<file path="src/rtl/ctrl_pkg.sv">
// Shared control encodings for the multicycle RISC-V datapath: FSM states,
// opcodes and mux/ALU/immediate select codes (same values as the main decoder).
package ctrl_pkg;

  typedef enum logic [3:0] {
    S_BOOT,
    S_FETCH,
    S_DECODE,
    S_MEMADR,
    S_MEM_RD,
    S_MEM_WB,
    S_MEM_WR,
    S_EXEC_R,
    S_EXEC_I,
    S_ALU_WB,
    S_JAL,
    S_JALR_ADR,
    S_JALR,
    S_BRANCH,
    S_LUI_WB
  } state_t;

  localparam logic [6:0] OP_LOAD   = 7'b0000011;
  localparam logic [6:0] OP_STORE  = 7'b0100011;
  localparam logic [6:0] OP_R      = 7'b0110011;
  localparam logic [6:0] OP_I      = 7'b0010011;
  localparam logic [6:0] OP_JAL    = 7'b1101111;
  localparam logic [6:0] OP_JALR   = 7'b1100111;
  localparam logic [6:0] OP_BRANCH = 7'b1100011;
  localparam logic [6:0] OP_LUI    = 7'b0110111;

  localparam logic [1:0] RES_ALUOUT    = 2'b00;
  localparam logic [1:0] RES_READDATA  = 2'b01;
  localparam logic [1:0] RES_ALURESULT = 2'b10;
  localparam logic [1:0] RES_IMMEXT    = 2'b11;

  localparam logic [1:0] SRCA_PC    = 2'b00;
  localparam logic [1:0] SRCA_OLDPC = 2'b01;
  localparam logic [1:0] SRCA_RS1   = 2'b10;

  localparam logic [1:0] SRCB_RS2  = 2'b00;
  localparam logic [1:0] SRCB_IMM  = 2'b01;
  localparam logic [1:0] SRCB_FOUR = 2'b10;

  localparam logic [1:0] ALUOP_ADD    = 2'b00;
  localparam logic [1:0] ALUOP_BRANCH = 2'b01;
  localparam logic [1:0] ALUOP_FUNCT  = 2'b10;
  localparam logic [1:0] ALUOP_ADDR   = 2'b11;

  localparam logic [2:0] IMM_I = 3'b000;
  localparam logic [2:0] IMM_S = 3'b001;
  localparam logic [2:0] IMM_B = 3'b010;
  localparam logic [2:0] IMM_J = 3'b011;
  localparam logic [2:0] IMM_U = 3'b100;

endpackage

</file>
<file path="src/rtl/multicycle_controller.sv">
// Control FSM sequencing the shared multicycle RISC-V datapath.
// Define MULTICYCLE_MEM_WAIT_EN to add the mem_req/mem_ready memory handshake.
module multicycle_controller
  import ctrl_pkg::*;
(
  input  logic       clk,
  input  logic       rst_n,
  input  logic       en,
  input  logic [6:0] op,
  input  logic       branch_taken,
`ifdef MULTICYCLE_MEM_WAIT_EN
  input  logic       mem_ready,
  output logic       mem_req,
`endif
  output logic       pc_write,
  output logic       adr_src,
  output logic       ir_write,
  output logic       mem_write,
  output logic       reg_write,
  output logic [1:0] result_src,
  output logic [1:0] alu_src_a,
  output logic [1:0] alu_src_b,
  output logic [1:0] alu_op,
  output logic [2:0] imm_src,
  output logic       instr_done,
  output logic       illegal_op
);

  state_t state, next_state;
  logic   ready;

`ifdef MULTICYCLE_MEM_WAIT_EN
  assign ready   = mem_ready;
  assign mem_req = (state == S_FETCH) || (state == S_MEM_RD) || (state == S_MEM_WR);
`else
  assign ready = 1'b1;
`endif

  always_ff @(posedge clk or negedge rst_n) begin
    if (!rst_n) state <= S_BOOT;
    else        state <= next_state;
  end

  always_comb begin
    next_state = state;
    pc_write   = 1'b0;
    adr_src    = 1'b0;
    ir_write   = 1'b0;
    mem_write  = 1'b0;
    reg_write  = 1'b0;
    result_src = RES_ALUOUT;
    alu_src_a  = SRCA_PC;
    alu_src_b  = SRCB_RS2;
    alu_op     = ALUOP_ADD;
    imm_src    = IMM_I;
    instr_done = 1'b0;
    illegal_op = 1'b0;

    unique case (state)
      S_BOOT: next_state = S_FETCH;
      S_FETCH: begin
        ir_write   = ready;
        pc_write   = ready;
        alu_src_b  = SRCB_FOUR;
        result_src = RES_ALURESULT;
        next_state = ready ? S_DECODE : S_FETCH;
      end
      S_DECODE: begin
        alu_src_a = SRCA_OLDPC;
        alu_src_b = SRCB_IMM;
        imm_src   = (op == OP_JAL) ? IMM_J : IMM_B;
        unique case (op)
          OP_LOAD, OP_STORE: next_state = S_MEMADR;
          OP_R:              next_state = S_EXEC_R;
          OP_I:              next_state = S_EXEC_I;
          OP_JAL:            next_state = S_JAL;
          OP_JALR:           next_state = S_JALR_ADR;
          OP_BRANCH:         next_state = S_BRANCH;
          OP_LUI:            next_state = S_LUI_WB;
          default: begin
            illegal_op = 1'b1;
            next_state = S_FETCH;
          end
        endcase
      end
      S_MEMADR: begin
        alu_src_a  = SRCA_RS1;
        alu_src_b  = SRCB_IMM;
        alu_op     = ALUOP_ADDR;
        imm_src    = (op == OP_STORE) ? IMM_S : IMM_I;
        next_state = (op == OP_STORE) ? S_MEM_WR : S_MEM_RD;
      end
      S_MEM_RD: begin
        adr_src    = 1'b1;
        next_state = ready ? S_MEM_WB : S_MEM_RD;
      end
      S_MEM_WB: begin
        result_src = RES_READDATA;
        reg_write  = 1'b1;
        instr_done = 1'b1;
        next_state = S_FETCH;
      end
      S_MEM_WR: begin
        adr_src    = 1'b1;
        mem_write  = 1'b1;
        instr_done = ready;
        next_state = ready ? S_FETCH : S_MEM_WR;
      end
      S_EXEC_R: begin
        alu_src_a  = SRCA_RS1;
        alu_op     = ALUOP_FUNCT;
        next_state = S_ALU_WB;
      end
      S_EXEC_I: begin
        alu_src_a  = SRCA_RS1;
        alu_src_b  = SRCB_IMM;
        alu_op     = ALUOP_FUNCT;
        next_state = S_ALU_WB;
      end
      S_ALU_WB: begin
        reg_write  = 1'b1;
        instr_done = 1'b1;
        next_state = S_FETCH;
      end
      S_JAL, S_JALR: begin
        alu_src_a  = SRCA_OLDPC;
        alu_src_b  = SRCB_FOUR;
        pc_write   = 1'b1;
        next_state = S_ALU_WB;
      end
      S_JALR_ADR: begin
        alu_src_a  = SRCA_RS1;
        alu_src_b  = SRCB_IMM;
        next_state = S_JALR;
      end
      S_BRANCH: begin
        alu_src_a  = SRCA_RS1;
        alu_op     = ALUOP_BRANCH;
        pc_write   = branch_taken;
        instr_done = 1'b1;
        next_state = S_FETCH;
      end
      S_LUI_WB: begin
        imm_src    = IMM_U;
        result_src = RES_IMMEXT;
        reg_write  = 1'b1;
        instr_done = 1'b1;
        next_state = S_FETCH;
      end
      default: next_state = S_BOOT;
    endcase

    // Stall freezes the state and suppresses every strobe; selects stay state-decoded.
    if (!en) begin
      next_state = state;
      pc_write   = 1'b0;
      ir_write   = 1'b0;
      mem_write  = 1'b0;
      reg_write  = 1'b0;
      instr_done = 1'b0;
      illegal_op = 1'b0;
    end
  end

endmodule

</file>
<file path="config.mk">
export PLATFORM = sky130hd
export DESIGN_NAME = multicycle_controller
export DESIGN_NICKNAME = d
export VERILOG_FILES = /design/src/rtl/ctrl_pkg.sv /design/src/rtl/multicycle_controller.sv
export SDC_FILE = /design/constraint.sdc
export NUM_CORES = 1
export LEC_CHECK = 0
export ABC_AREA = 1
export CAP_MARGIN = 20
export CORE_MARGIN = 1
export CORE_UTILIZATION = 45
export CTS_BUF_LIST = sky130_fd_sc_hd__clkbuf_8
export CTS_CLUSTER_SIZE = 20
export DETAILED_ROUTE_END_ITERATION = 10
export HOLD_SLACK_MARGIN = 0.05
export PLACE_DENSITY_LB_ADDON = 0.15
export SLEW_MARGIN = 20
export SYNTH_ARGS = -nofsm -noshare
export SYNTH_HDL_FRONTEND = slang
export SYNTH_SLANG_ARGS = --single-unit
</file>
<file path="constraint.sdc">
create_clock -name clk -period 2.4 [get_ports clk]
set_clock_uncertainty 0.15 [all_clocks]
set_input_delay 0.6 -clock clk [delete_from_list [all_inputs] [get_ports clk]]
set_output_delay 0.6 -clock clk [all_outputs]
set_load 0.02 [all_outputs]
</file>
==> flow_summary_export.csv, run 1 <==
group,metric,value,unit
clock_tree,htreeDepth,1,
clock_tree,number_of_buffers_on_the_longest_clock_path,2,
die,top_level_ports,29,
placed_design,pre_cts_ws,-736,ps
outcome,status,"aborted with a tool error",
synthesis,synth_sequential_area_ratio,0.163,
outcome,flow.stopped_at,"4_1_cts",
clock_tree,post_cts_hold_fix_bufs,0,
synthesis,yosys_register_bits,4,
placed_design,finalWeightedCongestion,0.966,
synthesis,postSynthAreaPerCell,5.00,um2
synthesis,ys_types,18,
placed_design,io_buffer_count,28,
die,initial_core_util,0.519,
die,die_height,39.0,um
clock_tree,post-cts-setup-buffer-count,11,
synthesis,yosys_warnings,0,
die,fp.dieW,39.0,um
synthesis,synth_cells,123,
clock_tree,ctsRootBufferMaster,"sky130_fd_sc_hd__clkbuf_8",
clock_tree,tritoncts.num_buffers,3,
synthesis,syn-cell-area,616,um2
clock_tree,ctsResizeCount,65,
outcome,tool.error,"[ERROR DPL-0038] Utilization greater than 100%, impossible to legalize",
synthesis,synth.net_count,134,
die,fp-row-count,12,
clock_tree,clock_sinks,4,
placed_design,hpwlAfterDp,1780,um
[per-stage QoR]
step | cells | cell area, um2 | utilization | TNS (ps)
after detailed placement | 184 | 1060 | 0.890 | -2930
after global placement | 184 | 1060 | 0.890 | -2630
after floorplan | 123 | 616 | - | 0
[cells in the mapped netlist]
library cell / n / area [um2]
sky130_fd_sc_hd__inv_2: 7 / 26.3
sky130_fd_sc_hd__nor4_1: 1 / 6.26
sky130_fd_sc_hd__o21ai_0: 2 / 10.0
sky130_fd_sc_hd__nor2_1: 17 / 63.8
sky130_fd_sc_hd__a31oi_1: 1 / 6.26
sky130_fd_sc_hd__nand2_1: 45 / 169
sky130_fd_sc_hd__o21ai_2: 1 / 8.76
sky130_fd_sc_hd__nor2_2: 5 / 31.3
sky130_fd_sc_hd__nand4_1: 2 / 12.5
sky130_fd_sc_hd__dfrtp_1: 4 / 100
sky130_fd_sc_hd__a21oi_1: 4 / 20.0
sky130_fd_sc_hd__nand2_2: 1 / 6.26
sky130_fd_sc_hd__nand3_1: 9 / 45.0
sky130_fd_sc_hd__nor3_1: 4 / 20.0
sky130_fd_sc_hd__o21ai_1: 1 / 5.00
sky130_fd_sc_hd__nand3b_1: 2 / 15.0
sky130_fd_sc_hd__nand3_2: 1 / 10.0
sky130_fd_sc_hd__inv_1: 16 / 60.1
[cell families after synthesis]
family	count (synthesis)	share of synthesized area
AND/OR/NAND/NOR	87	0.616
buffers and inverters	23	0.140
AO/OA/AOI/OAI	9	0.0813
flip-flops	4	0.163
==> run 2, diff against run 1 <==
- CORE_AREA: unset -> 2 2 63 65
- CORE_MARGIN: 1 -> unset
- CORE_UTILIZATION: 45 -> unset
- CTS_BUF_LIST: sky130_fd_sc_hd__clkbuf_8 -> unset
- CTS_CLUSTER_SIZE: 20 -> unset
- DIE_AREA: unset -> 0 0 65 67
- HOLD_SLACK_MARGIN: 0.05 -> unset
==> run 2 against run 1 <==
Against the previous run:
- the flow now finishes, with violations (setup timing)
- area after synthesis stayed put
- synthesized cell count stayed put
==> flow_summary_export.csv, run 2 <==
group,metric,value,unit
outcome,status,"finished, violations left",
outcome,violations,"setup timing",
synthesis,async_reset_ff_frac,1.00,
synthesis,synth_largest_area_cell,"sky130_fd_sc_hd__nand2_1",
pwr,ir_drop,195,uV
global_route,gr-total-overflow,0,
pwr,power_density,953,nW/um2
setup_path,timing.setup.critical_path_class,"in -> out",
synthesis,syn-cell-area,616,um2
global_route,grt_start_max_net_pins,9,
layout,register_ranked_first_by_flip_flop_count,"state",
layout,nNetsFinal,210,
sta,timing.final.ws_setup,-31.0,ps
clock_tree,htreeDepth,1,
clock_tree,ctsRootBufferMaster,"sky130_fd_sc_hd__clkbuf_8",
die,fp.dieW,65,um
setup_path,worst-path-buf-inv,3,
synthesis,synth_sequential_area_ratio,0.163,
die,fp-row-count,22,
detailed_routing,routed_via_density,4.01,
clock_tree,worst_skew_pair.late_latency,210,ps
synthesis,synthFlopType,"sky130_fd_sc_hd__dfrtp_1",
clock_tree,number_of_buffers_on_the_longest_clock_path,2,
layout,largest_register_ffs,4,
placed_design,pre_cts_ws,-729,ps
synthesis,yosys.cell_count.top_type,"sky130_fd_sc_hd__nand2_1",
synthesis,synth_edf_count,0,
synthesis,yosys.area_share.xor_xnor,0,
die,initial_core_util,0.171,
synthesis,yosys-mux-area-fraction,0,
layout,multi_input_comb_area,485,um2
sta,timing.final.crit_period,2430,ps
sta,maxClockFrequency,411,MHz
run,max_cap_violations,0,
synthesis,synth_cells,123,
placed_design,io_buffer_count,28,
sta,grt_setup_unrepaired,"yes",
setup_path,critical-path-top-delay-family,"simple AND/OR/NAND/NOR gates",
sta,finalHoldViolations,0,
detailed_routing,detailroute.via_count,983,
die,die_height,67,um
min_path,hp-class,"in -> async",
detailed_routing,drt-total-wl,2350,um
setup_path,path_max_fanout,3,
synthesis,synth.net_count,134,
die,top_level_ports,29,
synthesis,yosys_register_bits,4,
setup_path,end_kind,"output port",
synthesis,postSynthAreaPerCell,5.00,um2
setup_path,worst_path_largest_cell_delay,230,ps
clock_tree,tritoncts,"built",
clock_tree,tritoncts.num_buffers,3,
synthesis,yosys_warnings,0,
detailed_routing,first_iter_violations,26,
synthesis,synthAdderAreaFrac,0,
placed_design,hpwlAfterDp,1910,um
detailed_routing,drcViolationCount,0,
synthesis,post_synth_main_area_contributors,"sky130_fd_sc_hd__nand2_1 27%, sky130_fd_sc_hd__dfrtp_1 16%, sky130_fd_sc_hd__nor2_1 10%",
placed_design,finalWeightedCongestion,0.802,
sta,worst_pin_slew,246,ps
detailed_routing,antenna_violating_nets_post_route,0,
sta,maxSlewHeadroom,0.835,
synthesis,synth-simple-area-share,0.616,
die,floorplan.core_area,3610,um2
setup_path,crit_required,1650,ps
layout,seqCellArea,104,um2
global_route,global_route_wire_length_before_repair,3930,um
sta,setup_viol,1,
pwr,total_leakage_power,0.778,nW
global_route,globalRouteTotalUtil,0.112,
layout,area_growth_syn_to_layout,115,%
layout,reg.largest.list,"state: 4 flops",
setup_path,critical_path.slowest_cell,"sky130_fd_sc_hd__dlygate4sd2_1",
synthesis,ys_types,18,
detailed_routing,detailed_route_wire_length_per_cell,9.59,um
clock_tree,clkTransAtPathRegs,30,ps
layout,most-common-layout-cells,"44 x sky130_fd_sc_hd__buf_4, 42 x sky130_fd_sc_hd__nand2_1, 12 x sky130_fd_sc_hd__inv_1",
layout,insertedDiodeCount,0,
synthesis,netlist.area_leader.share,0.274,
synthesis,synthTopCellsByCount,"45 x sky130_fd_sc_hd__nand2_1, 17 x sky130_fd_sc_hd__nor2_1, 16 x sky130_fd_sc_hd__inv_1, 9 x sky130_fd_sc_hd__nand3_1, 7 x sky130_fd_sc_hd__inv_2",
synthesis,synth_top_family_by_area,"simple AND/OR/NAND/NOR gates",
synthesis,synth_area_in_compound_gates,0.0813,
sta,maxSlewViolCount,0,
global_route,grt_pass1_vias,972,
clock_tree,clock_sinks,4,
layout,layout-drive-gt1-share,0.467,
setup_path,cp-start-kind,"input port",
detailed_routing,drt_pass1_iterations,4,
global_route,number_of_antenna_violations_at_the_first_check_in_global_routing,0,
layout,fill_cells,410,
setup_path,crit_path_cell_trace,"dlygate4sd2_1, nand2_2, inv_2, nand2_2, nor2_2, nor2_2, nand3_1, nor3_1, buf_2",
setup_path,worst_ep_arrival_time,1680,ps
die,dieArea,4360,um2
sta,hold_ws,439,ps
sta,finalCritPeriodShare,1.01,
layout,final_common_cell,"sky130_fd_sc_hd__buf_4",
[run 2: path summary, 6_finish.rpt]
| kind | start | endpoint | slack (ps) | cells past startpoint |
|---|---|---|---|---|
| worst max-delay path | op[1] | illegal_op | -30 | 9 |
| worst min-delay path | rst_n | state[2]$_DFFE_PN0P_ | 440 | 1 |
| worst max register to register | state[0]$_DFFE_PN0P_ | state[1]$_DFFE_PN0P_ | 320 | 13 |
| worst min register to register | state[0]$_DFFE_PN0P_ | state[0]$_DFFE_PN0P_ | 520 | 3 |
| max in group asynchronous | rst_n | state[1]$_DFFE_PN0P_ | 1480 | 1 |
| min in group clk | state[0]$_DFFE_PN0P_ | state[0]$_DFFE_PN0P_ | 520 | 3 |
[run 2: per-layer routing]
layer  wire length, um  global-route usage  vias to the layer above
met5                 0                   0                        -
li1                  -                   -                      533
met2              1160               0.213                       26
met3               118              0.0118                        0
met4                 0              0.0160                        0
met1              1080               0.138                      424
[run 2: what timing repair did]
action                     in CTS  in global routing
pin swaps                       3                  4
buffers inserted                5                  2
hold buffers                    0                  0
gates cloned                    0                  0
setup endpoints to repair      17                 15
gates resized for setup        56                 23
[run 2: area by class of cell]
| cell class | count | area share |
|---|---|---|
| well taps | 48 | 0.0454 |
| clock buffers | 3 | 0.0312 |
| multi-input cells | 96 | 0.367 |
| flip-flops and latches | 4 | 0.0785 |
| inverters | 23 | 0.0653 |
| repair buffers | 71 | 0.412 |
[run 2: kinds of logic after synthesis]
family	Yosys count
AND/OR/NAND/NOR	87
AO/OA/AOI/OAI	9
flip-flops	4
buffers and inverters	23
[run 2: metrics by stage]
step / total power, W / util / setup TNS, ps / instances / cell area, um2
after floorplan: 0.000608 / - / 0 / 123 / 616
final: 0.00126 / 0.367 / -31.0 / 245 / 1320
after global routing: 0.00138 / 0.367 / -128 / 245 / 1320
after CTS: 0.00126 / 0.361 / -29.5 / 243 / 1300
after global placement: 0.00119 / 0.340 / -3150 / 235 / 1230
after detailed placement: 0.00118 / 0.340 / -3220 / 235 / 1230
[run 2: power by group]
group          internal [W]  total, W  switching [W]
clock network      0.000106  0.000136      0.0000295
registers          0.000102  0.000158      0.0000553
logic              0.000437  0.000967       0.000530
Note: power is estimated with default switching activity, not from simulation.
==> run 3, diff against run 2 <==
- clock period: 2.4 -> 2.5 ns (I/O delays scaled with it)
==> run 3 against run 2 <==
Against the previous run:
- the flow now finishes without violations
- critical endpoint is now reg_write
- clock power hardly changed
- non-clock buffer count is 22 lower
- largest cell class is now multi-input combinational cells
- via count is 7.0% lower
==> flow_summary_export.csv, run 3 (same netlist as run 2, synthesis figures left out) <==
group,metric,value,unit
die,initial_core_util,0.171,
setup_path,cp-start-kind,"input port",
global_route,global_route_wire_length_before_repair,3620,um
setup_path,worst-r2r-cell-count,10,
die,die_height,67,um
setup_path,worstReg2RegEnd,"state[0]$_DFFE_PN0P_",
layout,nNetsFinal,188,
sta,finalCritPeriodShare,0.980,
layout,most-common-layout-cells,"42 x sky130_fd_sc_hd__nand2_1, 21 x sky130_fd_sc_hd__buf_4, 14 x sky130_fd_sc_hd__nor2_1",
layout,final_common_cell,"sky130_fd_sc_hd__nand2_1",
layout,largest_register_ffs,4,
clock_tree,clock_sinks,4,
sta,grt_setup_unrepaired,"yes",
detailed_routing,drcViolationCount,0,
layout,area_growth_syn_to_layout,91.1,%
die,fp.dieW,65,um
clock_tree,ctsRootBufferMaster,"sky130_fd_sc_hd__clkbuf_8",
placed_design,finalWeightedCongestion,0.799,
pwr,ir_drop,157,uV
clock_tree,tritoncts,"built",
clock_tree,tritoncts.num_buffers,3,
die,dieArea,4360,um2
global_route,grt_pass1_vias,845,
detailed_routing,first_iter_violations,27,
detailed_routing,drt-total-wl,2240,um
sta,setup_viol,0,
placed_design,post_place_cell_area,1110,um2
sta,maxSlewViolCount,0,
layout,fill_cells,411,
detailed_routing,drt_pass1_iterations,4,
setup_path,crit_path_cell_trace,"clkdlybuf4s50_1, buf_4, nand2_1, inv_1, dlygate4sd2_1",
outcome,status,"completed",
placed_design,hpwlAfterDp,1830,um
sta,finalHoldViolations,0,
die,top_level_ports,29,
global_route,grt_start_max_net_pins,9,
clock_tree,worst_skew_pair.late_latency,220,ps
setup_path,path_max_fanout,6,
detailed_routing,routed_via_density,4.10,
detailed_routing,antenna_violating_nets_post_route,0,
layout,register_ranked_first_by_flip_flop_count,"state",
pwr,finalPower,0.00104,W
setup_path,timing.setup.critical_path_class,"in -> out",
sta,hold_ws,445,ps
die,floorplan.core_area,3610,um2
setup_path,setup.worst_path.start,"en",
global_route,gr-total-overflow,0,
clock_tree,clkTransAtPathRegs,30,ps
run,max_cap_violations,0,
sta,maxSlewHeadroom,0.828,
placed_design,io_buffer_count,28,
die,fp-row-count,22,
setup_path,crit-reg2reg-launch,"state[3]$_DFFE_PN0P_",
pwr,power_density,883,nW/um2
sta,timing.final.crit_period,2450,ps
setup_path,worst_ep_arrival_time,1680,ps
pwr,total_leakage_power,0.726,nW
detailed_routing,detailroute.via_count,914,
layout,layout-drive-gt1-share,0.349,
global_route,number_of_antenna_violations_at_the_first_check_in_global_routing,0,
min_path,worst_hold_path_stage_count,2,
layout,fin_area,1180,um2
layout,insertedDiodeCount,0,
sta,worst_pin_slew,256,ps
setup_path,crit_required,1730,ps
setup_path,critical_path_capture_point,"reg_write",
setup_path,critical_path.slowest_cell,"sky130_fd_sc_hd__clkdlybuf4s50_1",
min_path,hp-class,"reg -> reg",
setup_path,worst-r2r-setup-slack,940,ps
layout,final_core_util,0.326,
layout,reg.largest.list,"state: 4 flops",
global_route,globalRouteTotalUtil,0.105,
clock_tree,number_of_buffers_on_the_longest_clock_path,2,
detailed_routing,detailed_route_wire_length_per_cell,10.0,um
setup_path,end_kind,"output port",
sta,maxClockFrequency,408,MHz
clock_tree,htreeDepth,1,
setup_path,worst_path_largest_cell_delay,490,ps
## run 3: worst min-delay path by stage
| stage | slack [ps] | from | to |
|---|---|---|---|
| after global routing | 470 | rst_n | state[2]$_DFFE_PN0P_ |
| after floorplan | 180 | rst_n | state[0]$_DFFE_PN0P_ |
| after CTS | 450 | state[0]$_DFFE_PN0P_ | state[0]$_DFFE_PN0P_ |
| final | 440 | state[0]$_DFFE_PN0P_ | state[0]$_DFFE_PN0P_ |
| after detailed placement | 440 | state[0]$_DFFE_PN0P_ | state[0]$_DFFE_PN0P_ |
| after global placement | 450 | state[0]$_DFFE_PN0P_ | state[0]$_DFFE_PN0P_ |
## run 3: timing repair
item                                    in CTS  in global routing
pin swaps                                    4                  4
endpoints found under the hold margin        0                  0
gates resized for setup                     45                 21
hold buffers                                 0                  0
setup buffers                                1                  0
endpoints found under the setup margin      16                  8
## run 3: worst max-delay path: cells and delay by family
family / cells / cell delay (ps)
buffers and inverters: 4 / 1000
and+or+nand+nor: 1 / 50
## run 3: stage by stage
step / instances / setup WS [ps] / TNS, ps
after floorplan: 123 / 91.2 / 0
after global placement: 219 / -649 / -2660
after detailed placement: 219 / -676 / -2710
after CTS: 223 / -145 / -145
after global routing: 223 / -31.8 / -31.8
final: 223 / 48.8 / 0
## run 3: routing by layer
layer	global-route usage	vias to the layer above	wire (um)
met5	0	-	0
met4	0	0	0
met3	0.0304	0	157
met2	0.187	25	1040
met1	0.132	404	1040
li1	-	485	-
## run 3: cell type report
| class | instances | area (um2) | area share |
|---|---|---|---|
| Clock buffer | 3 | 41.3 | 0.0351 |
| Inverter | 23 | 86.3 | 0.0734 |
| Multi-Input combinational cell | 96 | 468 | 0.398 |
| Sequential cell | 4 | 100 | 0.0851 |
| Tap cell | 48 | 60.1 | 0.0511 |
| Timing Repair Buffer | 49 | 420 | 0.357 |
## run 3: where the power goes
group	leakage, nW	internal, W	total, W	switching (W)
clock network	0.0216	0.000102	0.000134	0.0000312
registers	0.0522	0.0000939	0.000143	0.0000490
logic	0.652	0.000297	0.000761	0.000465
==> run 4, diff against run 3 <==
- ABC_CLOCK_PERIOD_IN_PS: unset -> 2500
==> results of run 4 <==
No change in the layout: final DEF, timing and power equal those of run 3.
==> variant, RTL diff (flow settings as in run 4) <==
Make the reset (`rst_n`) synchronous in one clocked block.
--- a/src/rtl/multicycle_controller.sv
+++ b/src/rtl/multicycle_controller.sv
@@ -38,3 +38,3 @@
 
-  always_ff @(posedge clk or negedge rst_n) begin
+  always_ff @(posedge clk) begin
     if (!rst_n) state <= S_BOOT;
Function: differs if rst_n is asserted again (counterexample within 4 cycles, from zero or initial values and one cycle with rst_n low); with rst_n held inactive, the same outputs for 10 cycles.
==> variant against run 4 <==
Area after synthesis increased by 4.3%; die area unchanged; sequential cell count unchanged; cell count unchanged; routed wire length increased by 3.8%; design area increased by 1.7%; sequential share of layout area decreased by 1.6 points; setup slack improved by 0.030 ns; critical endpoint is now illegal_op; largest cell class unchanged; highest routed layer is now met4.
Power is left out: it rests on default switching activity, and per cell area and clock period it moved more than threefold.
==> variant: results <==
status:
  status: "finished, final reports clean"
synthesis:
  synthTopCellsByArea: "nand2_1 19%, dfxtp_1 12%, nor2_1 12%"
  synth_compound_area_share_pct: 16.6
  synth.distinct_cells: 22
  synth_ff_type: "dfxtp_1"
  syn_avg_cell_area_sq_um: 5.22
  synth_common_cells: "33 x nand2_1, 21 x nor2_1, 14 x inv_1"
cells_and_area:
  drive_above_1_share_pct: 38.3
  fillers: 422
routing:
  met1Wirelength_microns: 1090
  drt_iter0_markers: 26
  top_layer: "met4"
  vias: 917
place:
  pre_cts_ws_ns: -0.643
  gp_congestion: 0.850
  placed_cell_area_sq_mm: 0.00110
  hpwlAfterDp_microns: 1930
setup_path:
  worstReg2RegEnd: "state[1]"
  cp.arrival_ns: 1.65
  crit_fanout: 4
  reg2reg_depth: 12
  crit_start: "op[3]"
sta:
  holdWs_ns: 0.358
  min_period_ns: 2.42
  relSlewSlack_pct: 82.4
worst_hold_path:
  min-delay-start: "state[1]"
  holdPathEnd: "state[1]"
grt:
  grt_usage_pct: 11.2
  use_met1_pct: 13.2
  grt_max_degree: 10
  grt_use_met3_pct: 2.87
[variant: area by class of cell]
| class | count | area, sq um | area share (%) |
|---|---|---|---|
| timing repair buffer | 50 | 418 | 34.9 |
| inverter | 22 | 82.6 | 6.90 |
| multi-input combinational | 96 | 512 | 42.8 |
| tap | 48 | 60.1 | 5.02 |
| sequential | 4 | 82.6 | 6.90 |
| clock buffer | 3 | 41.3 | 3.45 |
[variant: timing repair]
item	4_1_cts	5_1_grt
pin swaps	3	3
resized for setup	46	20
buffers inserted	5	0
gates cloned	0	0
endpoints found under the setup margin	16	9
[variant: critical path, stage by stage]
cell and delay, ns:
dlygate4sd2_1 0.27, nor2_1 0.08, nand2_2 0.07, nor2_2 0.04, nor2_2 0.14, nand3_2 0.10, nor3_2 0.16, buf_4 0.16
[variant: cells by family after synthesis]
| logic type | after synthesis |
|---|---|
| AO/OA/AOI/OAI | 16 |
| flip-flops | 4 |
| buffers and inverters | 23 |
| AND/OR/NAND/NOR | 80 |
